$ cat src/rtl/latch_bank.sv
// latch_bank: NCH independent WIDTH-bit hold registers with a freeze handshake.
// Define LATCH_BANK_CHG_EN to build the per-channel CHG change-detect outputs.
module latch_bank #(
    parameter int WIDTH = 8,
    parameter int NCH   = 4
) (
    input  logic                 CLK,
    input  logic                 RST_N,
    input  logic [NCH-1:0]       G,
    input  logic [NCH*WIDTH-1:0] D,
    input  logic                 MODE,
    input  logic                 FRZ_REQ,
    output logic                 FRZ_ACK,
    output logic [NCH*WIDTH-1:0] Q,
    output logic [NCH-1:0]       CHG
);

    typedef enum logic [1:0] {
        RUN,
        FROZEN,
        RELEASE
    } state_t;

    state_t               state;
    state_t               state_nxt;
    logic                 run_ok;
    logic                 ack;
    logic [NCH-1:0]       gp;
    logic [NCH-1:0]       load;
    logic [NCH*WIDTH-1:0] q;

    always_comb begin
        state_nxt = state;
        run_ok    = 1'b0;
        unique case (state)
            RUN: begin
                if (FRZ_REQ) state_nxt = FROZEN;
                else         run_ok    = 1'b1;
            end
            FROZEN: begin
                if (!FRZ_REQ) state_nxt = RELEASE;
            end
            RELEASE: state_nxt = RUN;
            default: state_nxt = RUN;
        endcase
    end

    // Edge mode compares against last cycle's gate, so edges seen while frozen are consumed.
    always_comb begin
        load = '0;
        for (int i = 0; i < NCH; i++) begin
            load[i] = run_ok & G[i] & (~MODE | ~gp[i]);
        end
    end

    always_ff @(posedge CLK or negedge RST_N) begin
        if (!RST_N) begin
            state <= RUN;
            ack   <= 1'b0;
            gp    <= '0;
        end else begin
            state <= state_nxt;
            ack   <= (state_nxt == FROZEN);
            gp    <= G;
        end
    end

    always_ff @(posedge CLK or negedge RST_N) begin
        if (!RST_N) begin
            q <= '0;
        end else begin
            for (int i = 0; i < NCH; i++) begin
                if (load[i]) q[i*WIDTH +: WIDTH] <= D[i*WIDTH +: WIDTH];
            end
        end
    end

`ifdef LATCH_BANK_CHG_EN
    logic [NCH-1:0] diff;
    logic [NCH-1:0] chg;

    always_comb begin
        diff = '0;
        for (int i = 0; i < NCH; i++) begin
            diff[i] = load[i] & (D[i*WIDTH +: WIDTH] != q[i*WIDTH +: WIDTH]);
        end
    end

    always_ff @(posedge CLK or negedge RST_N) begin
        if (!RST_N) chg <= '0;
        else        chg <= diff;
    end

    assign CHG = chg;
`else
    assign CHG = '0;
`endif

    assign Q       = q;
    assign FRZ_ACK = ack;

endmodule

$ cat config.mk
export PLATFORM = sky130hd
export DESIGN_NAME = latch_bank
export DESIGN_NICKNAME = d
export VERILOG_FILES = /design/src/rtl/latch_bank.sv
export SDC_FILE = /design/constraint.sdc
export NUM_CORES = 1
export LEC_CHECK = 0
export BUFFER_PORTS_ARGS = -buffer_cell sky130_fd_sc_hd__clkbuf_2
export CORE_ASPECT_RATIO = 1.5
export CORE_UTILIZATION = 47
export CTS_CLUSTER_DIAMETER = 60
export DETAILED_ROUTE_END_ITERATION = 7
export PLACE_DENSITY = 0.85
export SLEW_MARGIN = 20
export SYNTH_ARGS = -nofsm -noshare
export SYNTH_HDL_FRONTEND = slang
export SYNTH_SLANG_ARGS = --single-unit
$ cat constraint.sdc
create_clock -name CLK -period 1.9 [get_ports CLK]
set_input_delay 0.285 -clock CLK [delete_from_list [all_inputs] [get_ports CLK]]
set_output_delay 0.285 -clock CLK [all_outputs]
set_load 0.02 [all_outputs]
# Word level (Yosys, flattened, before mapping)
# Cells that the tools add are included.
[totals]
reg_bits = 39
in_bits = 40
out_inout_bits = 37
elab_cells = 32
[op_classes]
n_eq_ne = 2
n_mux = 5
bitwise = 17
reduce_logical = 1
[op_table]
columns = ["cell", "count"]
rows = [
  ["$and 1x1->1", 8],
  ["$not 1->1", 5],
  ["$eq 2x1->1 const B", 2],
  ["$mux 2", 2],
  ["$or 1x1->1", 4],
  ["$pmux 2 s2", 1],
  ["$logic_not 2->1", 1],
  ["$mux 1", 2],
]

# Depth between registers and ports, before layout
[depth]
word_depth = 4
mapped_depth = 3
depth_no_buf = 3

# Worst setup path after synthesis
# OpenSTA, ideal clock, no wires.
[synth_timing]
path_kind = "register to register"
start = "reg state[1]"
end = "reg q[0], in the netlist Q[0]"
setup_time_ps = 125
arrival_ps = 1185
required_ps = 1775
setup_slack_ps = 590
path_stages_with_launch = 4
n_path_buf = 0
period_less_slack_ps = 1310
path_cell_list = "dfrtp_1 > nor3_4 > nand3_2 > mux2_2"
[synth_between]
elab_chain_len = 4
[synth_lines]
columns = ["element", "line", "source"]
rows = [
  ["start, declared", "24", "state_t state;"],
  ["start signal, assigned", "62", "state <= state_nxt;"],
  ["$logic_not 2->1", "35", "unique case (state)"],
  ["$mux 1", "35", ""],
  ["$and 1x1->1 (2 in a row)", "52", "load[i] = run_ok & G[i] & (~MODE | ~gp[i]);"],
  ["end signal, assigned by index", "73", "if (load[i]) q[i*WIDTH +: WIDTH] <= D[i*WIDTH +: WIDTH];"],
  ["end, declared", "30", "logic [NCH*WIDTH-1:0] q;"],
]
# Every way passes these cells.
# A chain may end at the register's enable or synchronous reset.

# Final worst setup path
[layout_timing]
start = "reg state[1]"
end = "reg q[14], in the netlist Q[14]"
# Same word-level chain as after synthesis.

==> results.json <==
{
  "synth_seq_cells": 39,
  "cp-end-kind": "flop",
  "gp_congestion": 0.6747,
  "num_rows": 24,
  "ctsHoldBuffers": 0,
  "grt_pass1_vias": 1033,
  "synthTopCellsByArea": "dfrtp_1 67%, mux2_2 25%, nand3_2 2.7%, buf_4 2.0%, and2b_2 1.2%",
  "synth_top_area_cell": "dfrtp_1",
  "area_growth_pct": 34.64,
  "cp.required_ns": 2.06,
  "synth_edf_count": 0,
  "synthCells": 88,
  "totalPowerFinal_mw": 2.463,
  "hold_path.class": "input port to asynchronous set/reset pin",
  "combPwrFrac_pct": 27.2,
  "drt-initial-drc-count": 9,
  "yosysWarnings": 0,
  "diodes": 0,
  "cap_violations": 0,
  "synth_top_area_share_pct": 66.55,
  "ios": 77,
  "final_layout_size_suffix_gt1_share_pct": 71.26,
  "syn_area_sq_mm": 0.001466,
  "port_buffers": 72,
  "grt_antenna_before_repair": 0,
  "postCtsSetupBuffers": 0,
  "synth.distinct_cells": 9,
  "cts_buffers": 5,
  "async_flop_share_pct": 100.0,
  "fin_tns_setup_ns": 0,
  "ys_seq_area_share_pct": 66.55,
  "switching_share_pct": 30.17,
  "grt_usage_pct": 19.25,
  "r2r_setup_slack_ns": 0.44,
  "outcome": "finished clean",
  "dp_cells": 198,
  "fmax_mhz": 686.7,
  "cp_max_fo": 8,
  "synth_ff_type": "dfrtp_1",
  "die_area_sq_mm": 0.003352,
  "syn_avg_cell_area_sq_um": 16.66,
  "pwr-share-seq_pct": 44.9,
  "postCtsResizedCells": 0,
  "cp.arrival_ns": 1.62,
  "period_needed_ns": 1.456,
  "clock_latency_ns": 0.28,
  "grt_first_pass_wirelength_um": 4485,
  "core_area_sq_mm": 0.002943,
  "grt_max_degree": 40,
  "cts.sinks": 39,
  "fin_crit_sh_pct": 76.65,
  "root_buffer": "clkbuf_8",
  "final_antenna_net_count": 0,
  "hold_violations": 0,
  "instances_no_fill": 206,
  "drc": 0,
  "n_fill_cell": 245,
  "synthTopCellsByCount": "39 x dfrtp_1, 32 x mux2_2, 4 x buf_4, 4 x nand2_1, 4 x nand3_2",
  "rsz0062_at_grt": "no",
  "pwr-share-clk_pct": 28.0,
  "slew-limit-headroom_pct": 39.05,
  "clk_pin_slew_ns": 0.07,
  "switchingPower_uw": 743.3,
  "finalWirelength_um": 2714,
  "dr.pass1.iters": 3,
  "p_per_area_mw_per_mm2": 1248,
  "vdd_drop_max_v": 0.0006916,
  "critPathLaunchType": "flop",
  "skew_ns": 0.006483,
  "wl_per_cell_um": 13.17,
  "num_vias": 986,
  "slew_violations": 0,
  "clk_path_buf_depth": 2,
  "grt_overflow": 0,
  "die_w_um": 47.61,
  "cts_tree": "built",
  "intPower_mw": 1.720,
  "power_leakage_nw": 1.005,
  "setup_viol": 0,
  "vias_per_cell": 4.786,
  "cts_max_level": 2,
  "yosysMostFrequentCell": "dfrtp_1",
  "design_area_sq_mm": 0.001974,
  "dp_hpwl_um": 2147,
  "fin_nets": 206,
  "critPathKind": "flop to flop",
  "dieHeight_um": 70.41,
  "worst_pin_slew_ns": 0.9142,
  "placedInstanceArea_sq_mm": 0.001857,
  "initial_utilization_pct": 49.83
}
## metrics by stage
step	hold slack (ns)	setup slack [ns]	util, %
global route	0.1097	0.3258	67.09
finish	0.1219	0.4437	67.09
CTS	0.1214	0.4141	67.09
detailed placement	0.4220	0.4262	63.10
floorplan	-0.01059	0.5900	-
global placement	0.4210	0.5011	63.10
## layout make-up
| cell class | count | area (sq um) | share of cell area, % |
|---|---|---|---|
| Clock buffer | 6 | 82.58 | 4.183 |
| Multi-Input combinational cell | 48 | 471.7 | 23.89 |
| Sequential cell | 39 | 975.9 | 49.43 |
| Tap cell | 39 | 48.80 | 2.471 |
| Timing Repair Buffer | 72 | 360.3 | 18.25 |
| Clock inverter | 2 | 35.03 | 1.774 |
## state kept, by name, summed over array words and instances (netlist names)
register  count
Q            32
gp            4
state         2
FRZ_ACK       1
## power by group through the flow
stage | Clock (mW) | Combinational [mW] | Sequential, mW
4_1_cts | 0.710 | 0.680 | 1.11
5_1_grt | 0.758 | 0.718 | 1.13
2_1_floorplan | 0 | 0.190 | 1.34
6_report | 0.689 | 0.669 | 1.11
3_5_place_dp | 0 | 0.679 | 1.12
3_3_place_gp | 0 | 0.658 | 1.11
## kinds of logic (layout without fill, tap and decap cells)
family / count (synthesis) / after routing / share of synthesized area (%)
flops: 39 / 39 / 66.55
mux: 32 / 32 / 24.57
simple gates: 12 / 12 / 6.570
buf+inv: 4 / 80 / 2.048
other cells: 1 / 4 / 0.2557
## final timing paths
| path | from | endpoint | cells past startpoint |
|---|---|---|---|
| max reg2reg | state[1]$_DFF_PN0_ | Q[14]$_DFFE_PN0P_ | 3 |
| min in group CLK | G[0] | gp[0]$_DFF_PN0_ | 1 |
| max | state[1]$_DFF_PN0_ | Q[14]$_DFFE_PN0P_ | 3 |
| min | RST_N | Q[23]$_DFFE_PN0P_ | 1 |
| max in group asynchronous | RST_N | state[1]$_DFF_PN0_ | 1 |
| min reg2reg | Q[7]$_DFFE_PN0P_ | Q[7]$_DFFE_PN0P_ | 1 |
## cells in the final DEF, fill, tap and decap left out
cell / count
clkbuf_2: 72
mux2_2: 32
conb_1: 4
clkinv_2: 1
nand2_1: 4
nor3_4: 1
bufinv_16: 1
clkbuf_8: 6
nand3_2: 4
nor3b_1: 1
and2b_2: 2
dfrtp_1: 39
## per-layer routing
| layer | global-route usage (%) | vias up | routed length (um) |
|---|---|---|---|
| li1 | - | 453 | - |
| met1 | 19.41 | 489 | 865 |
| met2 | 33.94 | 38 | 1636 |
| met3 | 5.426 | 6 | 159 |
| met4 | 8.642 | 0 | 53 |
| met5 | 0 | - | 0 |
## worst max-delay path, stage by stage, from the launching register on
cell and delay (ns):
dfrtp_1 0.42, nor3_4 0.31, nand3_2 0.26, mux2_2 0.34
Note: power is estimated with default switching activity, not from simulation.
